`src/rtl/muldiv_unit_if.sv`:
```
// Issue/writeback bundle between the execute stage
// and the iterative RV32M multiply/divide unit.
interface muldiv_unit_if #(
  parameter int DATA_W     = 32,
  parameter int REG_ADDR_W = 5
);
  logic                  start;
  logic [2:0]            op;
  logic [DATA_W-1:0]     rs1_rdata;
  logic [DATA_W-1:0]     rs2_rdata;
  logic [REG_ADDR_W-1:0] rd_addr;
  logic                  flush;
  logic                  busy;
  logic                  done;
  logic                  rd_we;
  logic [REG_ADDR_W-1:0] waddr;
  logic [DATA_W-1:0]     wdata;

  modport master (
    output start, op, rs1_rdata, rs2_rdata,
    output rd_addr, flush,
    input  busy, done, rd_we, waddr, wdata
  );

  modport slave (
    input  start, op, rs1_rdata, rs2_rdata,
    input  rd_addr, flush,
    output busy, done, rd_we, waddr, wdata
  );
endinterface

```
`src/rtl/muldiv_unit.sv`:
```
// Radix-2 iterative RV32M multiply/divide unit.
// One product/quotient bit per cycle, regfile writeback on completion.
module muldiv_unit #(
  parameter int DATA_W     = 32,
  parameter int REG_ADDR_W = 5
) (
  input logic          clk,
  input logic          rst_n,
  muldiv_unit_if.slave bus
);
  typedef enum logic [1:0] {
    IDLE,
    CALC,
    DONE
  } state_t;

  localparam int XW = 2 * DATA_W;
  localparam logic [DATA_W-1:0] MIN_S =
    {1'b1, {(DATA_W-1){1'b0}}};

  state_t                state;
  logic [2:0]            op_q;
  logic [REG_ADDR_W-1:0] rd_q;
  logic [DATA_W-1:0]     opnd;
  logic [XW-1:0]         acc;
  logic [DATA_W:0]       rem;
  logic                  neg_q;
  logic                  rneg_q;
  logic [5:0]            cnt;
  logic                  done_q;
  logic                  we_q;
  logic [REG_ADDR_W-1:0] waddr_q;
  logic [DATA_W-1:0]     wdata_q;

  logic              is_div;
  logic              a_sgn;
  logic              b_sgn;
  logic              a_neg;
  logic              b_neg;
  logic [DATA_W-1:0] a_abs;
  logic [DATA_W-1:0] b_abs;
  logic              div0;
  logic              ovf;
  logic [DATA_W-1:0] fast_res;

  always_comb begin
    is_div = bus.op[2];
    a_sgn  = is_div ? ~bus.op[0]
                    : (bus.op[1] ^ bus.op[0]);
    b_sgn  = is_div ? ~bus.op[0]
                    : (bus.op[1:0] == 2'b01);
    a_neg  = a_sgn & bus.rs1_rdata[DATA_W-1];
    b_neg  = b_sgn & bus.rs2_rdata[DATA_W-1];
    a_abs  = a_neg ? -bus.rs1_rdata : bus.rs1_rdata;
    b_abs  = b_neg ? -bus.rs2_rdata : bus.rs2_rdata;
    div0   = is_div && (bus.rs2_rdata == '0);
    ovf    = is_div && !bus.op[0]
          && (bus.rs1_rdata == MIN_S)
          && (bus.rs2_rdata == '1);
    fast_res = '0;
    unique case (1'b1)
      div0: fast_res = bus.op[1] ? bus.rs1_rdata : '1;
      ovf:  fast_res = bus.op[1] ? '0 : MIN_S;
      default: fast_res = '0;
    endcase
  end

  logic [DATA_W:0]   mul_sum;
  logic [XW-1:0]     mul_nx;
  logic [DATA_W+1:0] div_sh;
  logic [DATA_W+1:0] div_df;
  logic              div_ok;
  logic [DATA_W:0]   rem_nx;
  logic [DATA_W-1:0] quo_nx;
  logic [XW-1:0]     prod_s;
  logic [DATA_W-1:0] quo_s;
  logic [DATA_W-1:0] rem_s;
  logic [DATA_W-1:0] calc_res;

  // Multiplier bits shift out of acc[0] while the
  // running sum shifts in from the top.
  always_comb begin
    mul_sum = {1'b0, acc[XW-1:DATA_W]}
            + (acc[0] ? {1'b0, opnd} : '0);
    mul_nx  = {mul_sum, acc[DATA_W-1:1]};
    div_sh  = {rem, acc[DATA_W-1]};
    div_df  = div_sh - {2'b00, opnd};
    div_ok  = ~div_df[DATA_W+1];
    rem_nx  = div_ok ? div_df[DATA_W:0]
                     : div_sh[DATA_W:0];
    quo_nx  = {acc[DATA_W-2:0], div_ok};
    prod_s  = neg_q ? -mul_nx : mul_nx;
    quo_s   = neg_q ? -quo_nx : quo_nx;
    rem_s   = rneg_q ? -rem_nx[DATA_W-1:0]
                     : rem_nx[DATA_W-1:0];
    if (op_q[2])
      calc_res = op_q[1] ? rem_s : quo_s;
    else if (op_q[1:0] == 2'b00)
      calc_res = prod_s[DATA_W-1:0];
    else
      calc_res = prod_s[XW-1:DATA_W];
  end

  always_ff @(posedge clk or negedge rst_n) begin
    if (!rst_n) begin
      state   <= IDLE;
      op_q    <= '0;
      rd_q    <= '0;
      opnd    <= '0;
      acc     <= '0;
      rem     <= '0;
      neg_q   <= 1'b0;
      rneg_q  <= 1'b0;
      cnt     <= '0;
      done_q  <= 1'b0;
      we_q    <= 1'b0;
      waddr_q <= '0;
      wdata_q <= '0;
    end else begin
      unique case (state)
        IDLE: begin
          done_q <= 1'b0;
          we_q   <= 1'b0;
          if (bus.start && !bus.flush) begin
            op_q   <= bus.op;
            rd_q   <= bus.rd_addr;
            neg_q  <= a_neg ^ b_neg;
            rneg_q <= a_neg;
            opnd   <= is_div ? b_abs : a_abs;
            acc    <= {{DATA_W{1'b0}},
                       is_div ? a_abs : b_abs};
            rem    <= '0;
            cnt    <= '0;
            if (div0 || ovf) begin
              state   <= DONE;
              wdata_q <= fast_res;
              waddr_q <= bus.rd_addr;
              done_q  <= 1'b1;
              we_q    <= (bus.rd_addr != '0);
            end else begin
              state <= CALC;
            end
          end
        end
        CALC: begin
          if (bus.flush) begin
            state <= IDLE;
          end else begin
            if (op_q[2]) begin
              acc[DATA_W-1:0] <= quo_nx;
              rem <= rem_nx;
            end else begin
              acc <= mul_nx;
            end
            cnt <= cnt + 6'd1;
            if (cnt == 6'd31) begin
              state   <= DONE;
              wdata_q <= calc_res;
              waddr_q <= rd_q;
              done_q  <= 1'b1;
              we_q    <= (rd_q != '0);
            end
          end
        end
        DONE: begin
          state  <= IDLE;
          done_q <= 1'b0;
          we_q   <= 1'b0;
        end
        default: state <= IDLE;
      endcase
    end
  end

  // A flush in the completion cycle must kill the write.
  assign bus.busy  = (state != IDLE);
  assign bus.done  = done_q & ~bus.flush;
  assign bus.rd_we = we_q & ~bus.flush;
  assign bus.waddr = waddr_q;
  assign bus.wdata = wdata_q;
endmodule

```
`src/flat_wrapper.sv`:
```
// flat-port wrapper written by rule: the top's interface ports become plain ports
module muldiv_unit_flat 
#(
  parameter int DATA_W     = 32,
  parameter int REG_ADDR_W = 5
)
  (clk, rst_n, bus_start, bus_op, bus_rs1_rdata, bus_rs2_rdata, bus_rd_addr, bus_flush, bus_busy, bus_done, bus_rd_we, bus_waddr, bus_wdata);
  muldiv_unit_if #(.DATA_W(DATA_W), .REG_ADDR_W(REG_ADDR_W)) bus_i ();
  input logic clk;
  input logic rst_n;
  input wire logic [$bits(bus_i.start)-1:0] bus_start;
  input wire logic [$bits(bus_i.op)-1:0] bus_op;
  input wire logic [$bits(bus_i.rs1_rdata)-1:0] bus_rs1_rdata;
  input wire logic [$bits(bus_i.rs2_rdata)-1:0] bus_rs2_rdata;
  input wire logic [$bits(bus_i.rd_addr)-1:0] bus_rd_addr;
  input wire logic [$bits(bus_i.flush)-1:0] bus_flush;
  output wire logic [$bits(bus_i.busy)-1:0] bus_busy;
  output wire logic [$bits(bus_i.done)-1:0] bus_done;
  output wire logic [$bits(bus_i.rd_we)-1:0] bus_rd_we;
  output wire logic [$bits(bus_i.waddr)-1:0] bus_waddr;
  output wire logic [$bits(bus_i.wdata)-1:0] bus_wdata;
  assign bus_i.start = bus_start;
  assign bus_i.op = bus_op;
  assign bus_i.rs1_rdata = bus_rs1_rdata;
  assign bus_i.rs2_rdata = bus_rs2_rdata;
  assign bus_i.rd_addr = bus_rd_addr;
  assign bus_i.flush = bus_flush;
  assign bus_busy = bus_i.busy;
  assign bus_done = bus_i.done;
  assign bus_rd_we = bus_i.rd_we;
  assign bus_waddr = bus_i.waddr;
  assign bus_wdata = bus_i.wdata;
  muldiv_unit #(.DATA_W(DATA_W), .REG_ADDR_W(REG_ADDR_W)) u_core (.clk(clk), .rst_n(rst_n), .bus(bus_i));
endmodule
```
`config.mk`:
```
export PLATFORM = sky130hd
export DESIGN_NAME = muldiv_unit_flat
export DESIGN_NICKNAME = d
export VERILOG_FILES = /design/src/rtl/muldiv_unit_if.sv /design/src/rtl/muldiv_unit.sv /design/src/flat_wrapper.sv
export SDC_FILE = /design/constraint.sdc
export NUM_CORES = 1
export LEC_CHECK = 0
export ABC_AREA = 1
export CORE_MARGIN = 4
export CORE_UTILIZATION = 45
export DETAILED_ROUTE_END_ITERATION = 12
export GPL_TIMING_DRIVEN = 0
export MAX_ROUTING_LAYER = met4
export PLACE_DENSITY_LB_ADDON = 0.08
export SYNTH_ARGS = -nofsm -noshare
export SYNTH_HDL_FRONTEND = slang
export SYNTH_SLANG_ARGS = --single-unit
```
`constraint.sdc`:
```
create_clock -name clk -period 3.7 [get_ports clk]
set_input_delay 0.74 -clock clk [delete_from_list [all_inputs] [get_ports clk]]
set_output_delay 0.74 -clock clk [all_outputs]
set_load 0.02 [all_outputs]
```
==> results.yml <==
drt:
  antenna_left: 0
  wl_met1_mm: 40.2
  drc_errors: 0
  top_layer: "met4"
  drt_iter0_markers: 3228
  firstDrtPassIters: 7
  wirelength_mm: 103
  wl_per_cell_um: 24.8
  via_count: 25266
  dr_wl_met3_mm: 11.7
  wl_met2_mm: 43.8
  routed_via_density: 6.08
logic_synthesis:
  avgSynthCellArea_um2: 6.03
  synth_top_family_by_area: "simple AND/OR/NAND/NOR gates"
  synth-edff-count: 0
  synth_compound_area_share_pct: 19.0
  synth_cells: 3364
  synth_area_mm2: 0.0203
  synthAdderAreaFrac_pct: 4.83
  synthFlopType: "dfrtp_1"
  ys_warn_count: 0
  synth_xor_area_share_pct: 4.71
  ys_seq_area_share_pct: 23.0
  synth_top_cell_area_share_pct: 23.0
  synth_seq_cells: 186
  synthTopCellsByArea: "dfrtp_1 23%, nand2_1 17%, inv_1 8.1%"
  syn_nets: 3517
  synthArstFlopShare_pct: 100
  synthMuxAreaShare_pct: 0
  synth_top_area_cell: "dfrtp_1"
  yosys.area_share.simple_pct: 37.1
  synth_cell_types: 56
clock_network:
  cts-root-buf: "clkbuf_16"
  clock_path_buffers: 2
  cts_tree: "done"
  clock_sinks: 186
  holdBufCountCts: 0
  cts.clk_slew.worst_paths_ps: 90
  clock_latency_ps: 520
  ctsHtreeMaxLevel: 4
  numCtsBuffers: 17
placement:
  place_inst: 4069
  port_buffers: 112
  place.detailed.hpwl_mm: 83.2
  gp_congestion: 1.09
final_layout:
  fin_util_pct: 55.7
  layout.nets: 3699
  finalNonFillerCells: 4154
  syn_to_final_growth_pct: 22.0
  drive_above_1_share_pct: 15.0
critical_path:
  critPathCaptureType: "register"
  path_class: "register to register"
  r2r-end: "u_core.bus.wdata[29]"
  rrSetupSlack_ps: 30
  worstReg2RegStart: "u_core.opnd[31]"
  critPathMaxFanout: 10
  cp.required_ps: 4100
  start_kind: "register"
  crit_arrival_ps: 4070
  rr_worst_depth: 20
timing:
  worst_slew_pin_slew_ps: 1080
  rsz0062_at_grt: "true"
  hold_violations: 0
  finalCritPeriodShare_pct: 99.2
  clock.fmax_mhz: 273
  slew_headroom_pct: 27.8
  drv_slew: 0
  skew_ps: 13.5
  period_minus_slack_ps: 3670
  setup_viol: 0
global_route:
  first_global_vias: 22837
  grt_max_degree: 101
  grt.overflow.total: 0
  grt.total_usage_pct: 42.2
  antenna_found_initial: 2
  grt_pass1_wl_mm: 146
die:
  die_h_um: 220
  die_w_um: 220
  die-area_mm2: 0.0485
  ios: 116
  initial_utilization_pct: 45.7
  rows: 77
  core_area_mm2: 0.0444
run_status:
  status: "finished clean"
run:
  cap_viol_max_count: 0
worst_hold_path:
  hp-class: "input port to async pin"
-- kinds of logic (layout without fill, tap and decap cells) --
kind of cell	after synthesis	in the layout
XOR/XNOR	109	109
AND/OR/NAND/NOR	1751	1751
adder cells (fa/ha/maj)	77	77
flip-flops	186	186
buffers and inverters	581	776
AO/OA/AOI/OAI	660	660
other	0	3
-- routing by layer --
| metal | track usage (%) | vias up |
|---|---|---|
| met2 | 62.2 | 1509 |
| met4 | 23.5 | 0 |
| met5 | - | - |
| met3 | 9.31 | 316 |
| li1 | - | 11443 |
| met1 | 53.7 | 11998 |
-- worst max-delay path, cell delays in order, from the launching register on --
cell	delay, ps
dfrtp_2	510
inv_1	80
ha_1	330
inv_1	80
nor3_2	260
nand2_2	130
nor2_2	180
nor2_4	90
nand2_4	100
nand2_4	60
nand2_4	80
buf_12	140
nand3_2	150
nor2_4	200
nand2_1	160
nand2_1	180
nand2_1	100
o21ai_0	460
nand2_1	110
nand2_1	80
a21oi_1	60
-- cell usage after synthesis, types with 9 or more instances --
library cell / instances
clkbuf_1: 90
o21bai_1: 16
o221ai_1: 32
a31oi_1: 15
ha_1: 75
a22oi_1: 28
nand3_2: 9
nand4_1: 56
inv_1: 436
nor2_2: 20
o21ai_1: 13
dfrtp_1: 186
o22ai_1: 34
xnor2_1: 25
nor3_1: 62
nand3b_1: 24
nor4_1: 12
xor2_1: 84
nand2_1: 925
nand3_1: 228
a21oi_1: 189
a221oi_1: 21
buf_1: 12
inv_2: 9
o21ai_0: 253
a2bb2oi_1: 12
o211ai_1: 15
buf_2: 13
nand2_2: 32
nor2_1: 356
-- placed cells by master (no fill, tap or decap), types with 16 or more instances in the layout --
master           count
ha_1                41
o21ai_0            218
nor2_4              18
clkbuf_16           17
a22oi_1             28
xor2_1              79
nor3_1              49
xnor2_1             21
nor2_2              52
dfrtp_1            153
nand3b_1            24
dfrtp_2             33
nand3_1            202
nand4_1             56
nand3_2             21
inv_2               21
o21ai_1             23
o22ai_1             33
nor2_1             310
ha_4                17
inv_1              422
o21bai_1            16
ha_2                17
nand2_1            848
a21oi_1            158
nand2_2            100
a221oi_1            20
a21oi_2             36
o221ai_1            32
clkdlybuf4s50_1    111
buf_4               54
nand2_4             17
clkbuf_1            79
-- stage by stage --
stage	cell area, um2	hold slack (ps)	setup WS, ps	TNS (ps)
3_5_place_dp	22200	499	-1260	-55140
6_report	24700	220	31.3	0
2_1_floorplan	20300	444	583	0
4_1_cts	23200	256	-11.6	-15.2
5_1_grt	24700	268	-101	-639
3_3_place_gp	22100	491	-6130	-1188250
-- registers in the layout, summed over array words and instances (netlist names) --
signal            count
u_core.acc           64
u_core.rem           33
u_core.bus.wdata     32
u_core.opnd          32
u_core.cnt            6
u_core.bus.waddr      5
u_core.rd_q           5
u_core.op_q           3
u_core.state          2
u_core.done_q         1
u_core.neg_q          1
u_core.rneg_q         1
u_core.we_q           1
-- area by class of cell --
cell class              instances  area (um2)
diodes                          3        7.51
plain buffers                 129         696
clock buffers                  17         425
clock inverters                15         171
fillers                      4469       19700
inverters                     451        1700
multi-input cells            2597       14800
flip-flops and latches        186        4700
well taps                     592         741
repair buffers                164        1550
-- timing repair --
item,4_1_cts,5_1_grt
buffers inserted,16,35
hold endpoints to repair,0,0
cloned,0,0
setup endpoints to repair,42,46
pin swaps,7,41
resized for setup,136,332
-- how the worst max path moves through the flow --
| stage | from | to | slack [ps] | depth (start not counted) |
|---|---|---|---|---|
| finish | u_core.opnd[31] | u_core.bus.wdata[29] | 30 | 20 |
| floorplan | u_core.acc[0] | u_core.bus.wdata[25] | 580 | 21 |
| global route | u_core.opnd[30] | u_core.bus.wdata[25] | -100 | 24 |
| CTS | u_core.acc[31] | u_core.bus.wdata[23] | -10 | 24 |
| detailed placement | bus_rs1_rdata[0] | u_core.bus.wdata[12] | -1260 | 19 |
| global placement | rst_n | u_core.rem[31] | -6130 | 1 |
Power is not shown: default switching activity piles up to over one toggle a cycle in this logic, so the estimate is an artifact.
